===== config.mk =====
export PLATFORM = sky130hd
export DESIGN_NAME = serial_bit_tx
export DESIGN_NICKNAME = d
export VERILOG_FILES = /design/src/rtl/serial_bit_tx.sv
export SDC_FILE = /design/constraint.sdc
export NUM_CORES = 1
export LEC_CHECK = 0
export BUFFER_PORTS_ARGS = -buffer_cell sky130_fd_sc_hd__buf_2
export CAP_MARGIN = 15
export CORE_MARGIN = 10
export CORE_UTILIZATION = 45
export CTS_CLUSTER_DIAMETER = 60
export DETAILED_ROUTE_END_ITERATION = 10
export PLACE_DENSITY = 0.67
export SLEW_MARGIN = 5
export SYNTH_ARGS = -nofsm -noshare
export SYNTH_HDL_FRONTEND = slang
export SYNTH_SLANG_ARGS = --single-unit

===== constraint.sdc =====
create_clock -name clk -period 1.62 [get_ports clk]
set_input_delay 0.324 -clock clk [delete_from_list [all_inputs] [get_ports clk]]
set_output_delay 0.324 -clock clk [all_outputs]
set_load 0.03 [all_outputs]

===== src/rtl/serial_bit_tx.sv =====
// serial_bit_tx: parallel-in, serial-out frame transmitter.
// Frame on sdo: start bit (0), DATA_W data bits LSB first, optional even
// parity bit, stop bit (1). Each bit is held for CLKS_PER_BIT clocks.
// sdo and sdo_b are both registered; sdo_b is always the complement of sdo.
// Optional feature macro: SERIAL_BIT_TX_PARITY_EN (adds the PARITY state).
//
// Handshake: a word is accepted on a rising edge where tx_valid=1 and
// tx_ready=1. tx_ready is high only in IDLE. tx_valid may stay high while
// busy; the word is simply taken at the next IDLE edge. tx_data is sampled
// only on the accepting edge.
module serial_bit_tx #(
    parameter int DATA_W       = 8,
    parameter int CLKS_PER_BIT = 4
) (
    input  logic              clk,
    input  logic              rst,
    input  logic [DATA_W-1:0] tx_data,
    input  logic              tx_valid,
    output logic              tx_ready,
    output logic              sdo,
    output logic              sdo_b,
    output logic              busy,
    output logic              done,
    output logic [2:0]        dbg_state
);

    localparam int BAUD_W = (CLKS_PER_BIT > 1) ? $clog2(CLKS_PER_BIT) : 1;
    localparam int BIT_W  = (DATA_W > 1) ? $clog2(DATA_W) : 1;
    localparam logic [BAUD_W-1:0] BAUD_LAST = BAUD_W'(CLKS_PER_BIT - 1);
    localparam logic [BIT_W-1:0]  BIT_LAST  = BIT_W'(DATA_W - 1);

    typedef enum logic [2:0] {
        ST_IDLE   = 3'd0,
        ST_START  = 3'd1,
        ST_DATA   = 3'd2,
`ifdef SERIAL_BIT_TX_PARITY_EN
        ST_PARITY = 3'd3,
`endif
        ST_STOP   = 3'd4
    } state_t;

    state_t              r_state;
    state_t              w_state_nxt;
    logic [DATA_W-1:0]   r_shift;
    logic [DATA_W-1:0]   w_shift_nxt;
    logic [DATA_W-1:0]   w_shift_dn;
    logic [BAUD_W-1:0]   r_baud;
    logic [BAUD_W-1:0]   w_baud_nxt;
    logic [BIT_W-1:0]    r_bit;
    logic [BIT_W-1:0]    w_bit_nxt;
    logic                r_sdo;
    logic                w_sdo_nxt;
    logic                r_sdo_b;
    logic                r_done;
    logic                w_done_nxt;
    logic                w_baud_last;
`ifdef SERIAL_BIT_TX_PARITY_EN
    logic                r_parity;
    logic                w_parity_nxt;
`endif

    assign w_baud_last = (r_baud == BAUD_LAST);
    assign w_shift_dn  = r_shift >> 1;

    // State register.
    always_ff @(posedge clk or posedge rst) begin
        if (rst) begin
            r_state <= ST_IDLE;
        end else begin
            r_state <= w_state_nxt;
        end
    end

    // Next-state and next-output decode; the serial level for the coming
    // bit is computed here so sdo itself comes straight from a flop.
    always_comb begin
        w_state_nxt  = r_state;
        w_shift_nxt  = r_shift;
        w_baud_nxt   = r_baud;
        w_bit_nxt    = r_bit;
        w_sdo_nxt    = r_sdo;
        w_done_nxt   = 1'b0;
`ifdef SERIAL_BIT_TX_PARITY_EN
        w_parity_nxt = r_parity;
`endif
        case (r_state)
            ST_IDLE: begin
                w_sdo_nxt  = 1'b1;
                w_baud_nxt = '0;
                w_bit_nxt  = '0;
                if (tx_valid) begin
                    w_shift_nxt  = tx_data;
`ifdef SERIAL_BIT_TX_PARITY_EN
                    w_parity_nxt = ^tx_data;
`endif
                    w_state_nxt  = ST_START;
                    w_sdo_nxt    = 1'b0;
                end
            end
            ST_START: begin
                w_baud_nxt = r_baud + 1'b1;
                if (w_baud_last) begin
                    w_baud_nxt  = '0;
                    w_state_nxt = ST_DATA;
                    w_sdo_nxt   = r_shift[0];
                end
            end
            ST_DATA: begin
                w_baud_nxt = r_baud + 1'b1;
                if (w_baud_last) begin
                    w_baud_nxt = '0;
                    if (r_bit == BIT_LAST) begin
`ifdef SERIAL_BIT_TX_PARITY_EN
                        w_state_nxt = ST_PARITY;
                        w_sdo_nxt   = r_parity;
`else
                        w_state_nxt = ST_STOP;
                        w_sdo_nxt   = 1'b1;
`endif
                    end else begin
                        w_bit_nxt   = r_bit + 1'b1;
                        w_shift_nxt = w_shift_dn;
                        w_sdo_nxt   = w_shift_dn[0];
                    end
                end
            end
`ifdef SERIAL_BIT_TX_PARITY_EN
            ST_PARITY: begin
                w_baud_nxt = r_baud + 1'b1;
                if (w_baud_last) begin
                    w_baud_nxt  = '0;
                    w_state_nxt = ST_STOP;
                    w_sdo_nxt   = 1'b1;
                end
            end
`endif
            ST_STOP: begin
                w_baud_nxt = r_baud + 1'b1;
                if (w_baud_last) begin
                    w_baud_nxt  = '0;
                    w_state_nxt = ST_IDLE;
                    w_sdo_nxt   = 1'b1;
                    w_done_nxt  = 1'b1;
                end
            end
            default: begin
                w_state_nxt = ST_IDLE;
                w_sdo_nxt   = 1'b1;
                w_baud_nxt  = '0;
                w_bit_nxt   = '0;
            end
        endcase
    end

    // Datapath registers: shift register, counters and registered outputs.
    always_ff @(posedge clk or posedge rst) begin
        if (rst) begin
            r_shift  <= '0;
            r_baud   <= '0;
            r_bit    <= '0;
            r_sdo    <= 1'b1;
            r_sdo_b  <= 1'b0;
            r_done   <= 1'b0;
`ifdef SERIAL_BIT_TX_PARITY_EN
            r_parity <= 1'b0;
`endif
        end else begin
            r_shift  <= w_shift_nxt;
            r_baud   <= w_baud_nxt;
            r_bit    <= w_bit_nxt;
            r_sdo    <= w_sdo_nxt;
            r_sdo_b  <= ~w_sdo_nxt;
            r_done   <= w_done_nxt;
`ifdef SERIAL_BIT_TX_PARITY_EN
            r_parity <= w_parity_nxt;
`endif
        end
    end

    assign tx_ready  = (r_state == ST_IDLE);
    assign busy      = (r_state != ST_IDLE);
    assign sdo       = r_sdo;
    assign sdo_b     = r_sdo_b;
    assign done      = r_done;
    assign dbg_state = r_state;

endmodule


=== Word-level counts from Yosys, hierarchy flattened ===
Index checks and enable logic that the tools add are counted.

* Register bits after elaboration: 19
* Bits in latches: 0
* RAM bits: 0
* Memory bits (read-only): 0
* Input port bits: 11
* Output and inout bits: 8
* Memories kept: 0

* Add/sub/neg operators: 2
* $mul: 0
* Div/mod/pow operators: 0
* Order comparisons: 0
* Equal/unequal tests: 11
* Shift operators: 0
* Mux-type cells: 23
* Bitwise logic cells: 2
* Reductions and logical operators: 8

{| class="wikitable"
|+ Operators with widths
! operator !! count
|-
| $mux 8 || 3
|-
| $mux 3 || 7
|-
| $pmux 8 s2 || 1
|-
| $ne 2x2->1 const B || 6
|-
| $pmux 3 s4 || 1
|-
| $mux 1 || 7
|-
| $eq 3x3->1 const B || 2
|-
| $pmux 3 s2 || 1
|-
| $reduce_and 5->1 || 1
|-
| $mux 2 || 2
|-
| $pmux 1 s4 || 1
|-
| $reduce_and 4->1 || 1
|-
| $add 3x1->3 const B || 1
|-
| $eq 3x1->1 const B || 1
|-
| $eq 3x2->1 const B || 1
|-
| $logic_not 3->1 || 1
|-
| $reduce_and 3->1 || 1
|-
| $reduce_bool 3->1 || 1
|-
| $reduce_or 3->1 || 1
|-
| $add 2x1->2 const B || 1
|-
| $eq 2x2->1 const B || 1
|-
| $not 1->1 || 2
|-
| $reduce_bool 2->1 || 1
|-
| $reduce_or 2->1 || 1
|}

=== Longest topological paths before layout ===
* Depth in word-level cells: 5
* Gate-level depth with buffers: 7
* Gate-level depth less buffers: 6

=== Worst setup path before layout ===
Ideal clock, no wire load.

* Path type: reg-to-output
* Start: register r_state[1], in the netlist dbg_state[1]
* End: output port tx_ready
* Arrival: 1267 ps
* Required time: 1296 ps
* Setup slack: 29 ps
* Stages on the path, launching flop included: 3
* Buffers on the path: 0
* Path through: dfrtp_1 -> or3_4 -> inv_1

* Longest elaborated chain between the ends: 1

{| class="wikitable"
|+ RTL lines
! element !! line !! text
|-
| start: declaration || 42 || <nowiki>state_t r_state;</nowiki>
|-
| start signal: assignment || 70 || <nowiki>r_state <= w_state_nxt;</nowiki>
|-
| $logic_not 3->1 || 180 || <nowiki>assign tx_ready = (r_state == ST_IDLE);</nowiki>
|-
| end: declaration || 19 || <nowiki>output logic tx_ready,</nowiki>
|}

Every way passes these cells.

=== Worst setup path after layout ===
* Start: register r_state[1], in the netlist dbg_state[1]
* End: output port busy

* Longest elaborated chain between the ends: 1

{| class="wikitable"
|+ RTL lines
! element !! line !! text
|-
| $reduce_bool 3->1 || 181 || <nowiki>assign busy = (r_state != ST_IDLE);</nowiki>
|-
| end: declaration || 22 || <nowiki>output logic busy,</nowiki>
|}

Every way passes these cells.

==> impl_metrics.json <==
{
  "cts_made_buffers": 3,
  "yosysUniqueCellTypes": 33,
  "crit_type": "reg -> out",
  "p_leak_nw": 0.623,
  "overflow": 0,
  "start_util_pct": 47.5,
  "highest_layer": "met4",
  "critPathLaunchType": "flop",
  "synthTopCellsByArea": "dfrtp_1 (43%), mux2i_1 (8.6%), nor2_1 (5.0%), ha_1 (3.6%), nand2_1 (3.6%)",
  "die-area_um2": 4670,
  "grt_first_pass_wirelength_mm": 4.02,
  "finalNetCount": 150,
  "fin_ws_ns": -0.00568,
  "grt_pass1_vias": 894,
  "tightest_slew_ns": 0.248,
  "slew_headroom_pct": 83.3,
  "fillers": 220,
  "io_buffers": 18,
  "cp_max_fo": 3,
  "diodes": 0,
  "syn_avg_cell_area_um2": 9.82,
  "end_kind": "primary output",
  "status": "finished, violations left",
  "cts_tree": "done",
  "io_pins": 19,
  "grt_max_degree": 20,
  "core_area_um2": 2210,
  "num_rows": 17,
  "yosysTopAreaCellShare_pct": 42.9,
  "drt-total-wl_mm": 2.26,
  "r2r-start": "r_bit[0]",
  "synth-seq-cells": 19,
  "finalCriticalPeriod_ns": 1.63,
  "timing.fmax_mhz": 615,
  "netlist_area_um2": 1050,
  "wl_met2_mm": 1.11,
  "clk_pin_slew_ns": 0.11,
  "dpl.hpwl_mm": 1.66,
  "met1_length_um": 967,
  "num_vias": 862,
  "chipWidth_um": 68.3,
  "syn_nets": 121,
  "wl_met3_um": 139,
  "yosysTopAreaCell": "dfrtp_1",
  "skew_ns": 0.00261,
  "worstPathArrival_ns": 1.30,
  "dpl_cell_area_um2": 1200,
  "final_util_pct": 57.9,
  "htree_levels": 1,
  "clock_sinks": 19,
  "grt_util_all_layers_pct": 11.2,
  "reg2reg_to": "r_bit[2]",
  "post-route-drc-count": 0,
  "post-route-period-util_pct": 100,
  "peakVddDrop_mv": 0.941,
  "power_density_nw_per_um2": 1660,
  "rsz0062_at_grt": "true",
  "cts.path.max_buffers": 2,
  "ys_warn_count": 0,
  "fp.dieH_um": 68.3,
  "drv_slew": 0,
  "antenna_found_initial": 0,
  "violations": "setup timing",
  "setup_viol": 1,
  "drt-pass1-iter-count": 4,
  "min_path_type": "in -> async",
  "hold_ws_ns": 0.0195,
  "crit_required_ns": 1.30,
  "syn2layout_area_growth_pct": 21.8,
  "p_total_w": 0.00212,
  "drv_cap": 0,
  "routedWlPerCell_um": 13.9,
  "drive_gt1_share_pct": 34.1,
  "drt_iter0_drc": 42,
  "ys_seq_area_share_pct": 45.4,
  "via_per_inst": 5.29,
  "final_cell_mix": "dfrtp_1 (17), buf_2 (17), nor2_1 (14), nand2_1 (10), buf_4 (10)",
  "r2r_cells": 6,
  "final_area_um2": 1280,
  "hold_buffers": 0,
  "worst-r2r-setup-slack_ns": 0.08,
  "clk_root_buffer_cell": "clkbuf_4",
  "ant_nets": 0,
  "hold_violations": 0,
  "gp_congestion": 0.836,
  "clock_latency_ns": 0.30,
  "synth_cells": 107
}
-- cells by family (layout without fill, tap and decap cells) --
group | after synthesis | after routing | synth area share [%]
AO/OA/AOI/OAI | 21 | 21 | 13.5
adder cells (fa/ha/maj) | 3 | 3 | 3.57
buffers and inverters | 10 | 38 | 5.24
flip-flops | 19 | 19 | 45.4
multiplexers | 9 | 9 | 8.57
AND/OR/NAND/NOR | 45 | 45 | 23.8
-- cell usage after synthesis (all sizes together) --
library cell / n
a21o: 1
dfrtp: 18
or3: 1
nand3b: 2
a21oi: 9
buf: 4
nand2b: 2
and2b: 2
o22a: 1
nand3: 4
nor2: 15
a22oi: 1
dfstp: 1
clkbuf: 1
nor2b: 2
o211a: 1
a211o: 1
or2: 1
inv: 5
mux2i: 9
nor3: 5
nand2: 10
ha: 3
o21ai: 7
and3: 1
-- worst max-delay path, cell delays in order (launching register included) --
cell,delay (ns)
dfrtp_1,0.39
or3_4,0.41
buf_2,0.19
-- flip-flops by register name (all words and copies together), names as in the netlist --
name and cells:
r_shift 8, dbg_state 3, r_bit 3, r_baud 2, done 1, sdo 1, sdo_b 1
-- per-stage QoR --
| step | std cells | worst slack [ns] | TNS, ns |
|---|---|---|---|
| 2_1_floorplan | 107 | 0.0286 | 0 |
| 3_3_place_gp | 155 | 0.0597 | 0 |
| 3_5_place_dp | 155 | 0.000444 | 0 |
| 4_1_cts | 160 | -0.00267 | -0.00267 |
| 5_1_grt | 163 | -0.0474 | -0.124 |
| 6_report | 163 | -0.00568 | -0.00568 |
-- worst max-delay path by stage --
| stage | startpoint | endpoint | slack (ns) | cells past startpoint |
|---|---|---|---|---|
| 2_1_floorplan | dbg_state[1] | tx_ready | 0.03 | 2 |
| 5_1_grt | dbg_state[1] | busy | -0.05 | 2 |
| 3_5_place_dp | r_bit[1] | r_bit[0] | 0.0004 | 6 |
| 3_3_place_gp | r_bit[1] | r_bit[0] | 0.06 | 6 |
| 6_report | dbg_state[1] | busy | -0.006 | 2 |
| 4_1_cts | dbg_state[1] | tx_ready | -0.003 | 3 |
-- repair_timing --
action / in CTS / in global routing
pin swaps: 0 / 1
gates resized for setup: 5 / 3
buffers inserted: 1 / 3
endpoints found under the setup margin: 4 / 7
-- per-layer routing --
metal | vias to the layer above | GRT usage, %
met5 | - | 0
met2 | 20 | 18.3
li1 | 423 | -
met4 | 0 | 5.28
met1 | 415 | 13.2
met3 | 4 | 3.43
-- layout make-up --
class	instances	area, um2	area share [%]
tap	28	35.0	2.74
clock inverter	1	5.00	0.391
inverter	5	21.3	1.66
clock buffer	3	22.5	1.76
multi-input combinational	78	527	41.2
timing repair buffer	29	191	15.0
sequential	19	478	37.3
-- report_power, final --
part	internal [W]	switching (W)	total [W]
Sequential	0.000657	0.0000915	0.000749
Combinational	0.000456	0.000670	0.00113
Clock	0.0000921	0.000151	0.000243
Total	0.00121	0.000913	0.00212
Note: power is estimated with default switching activity, not from simulation.
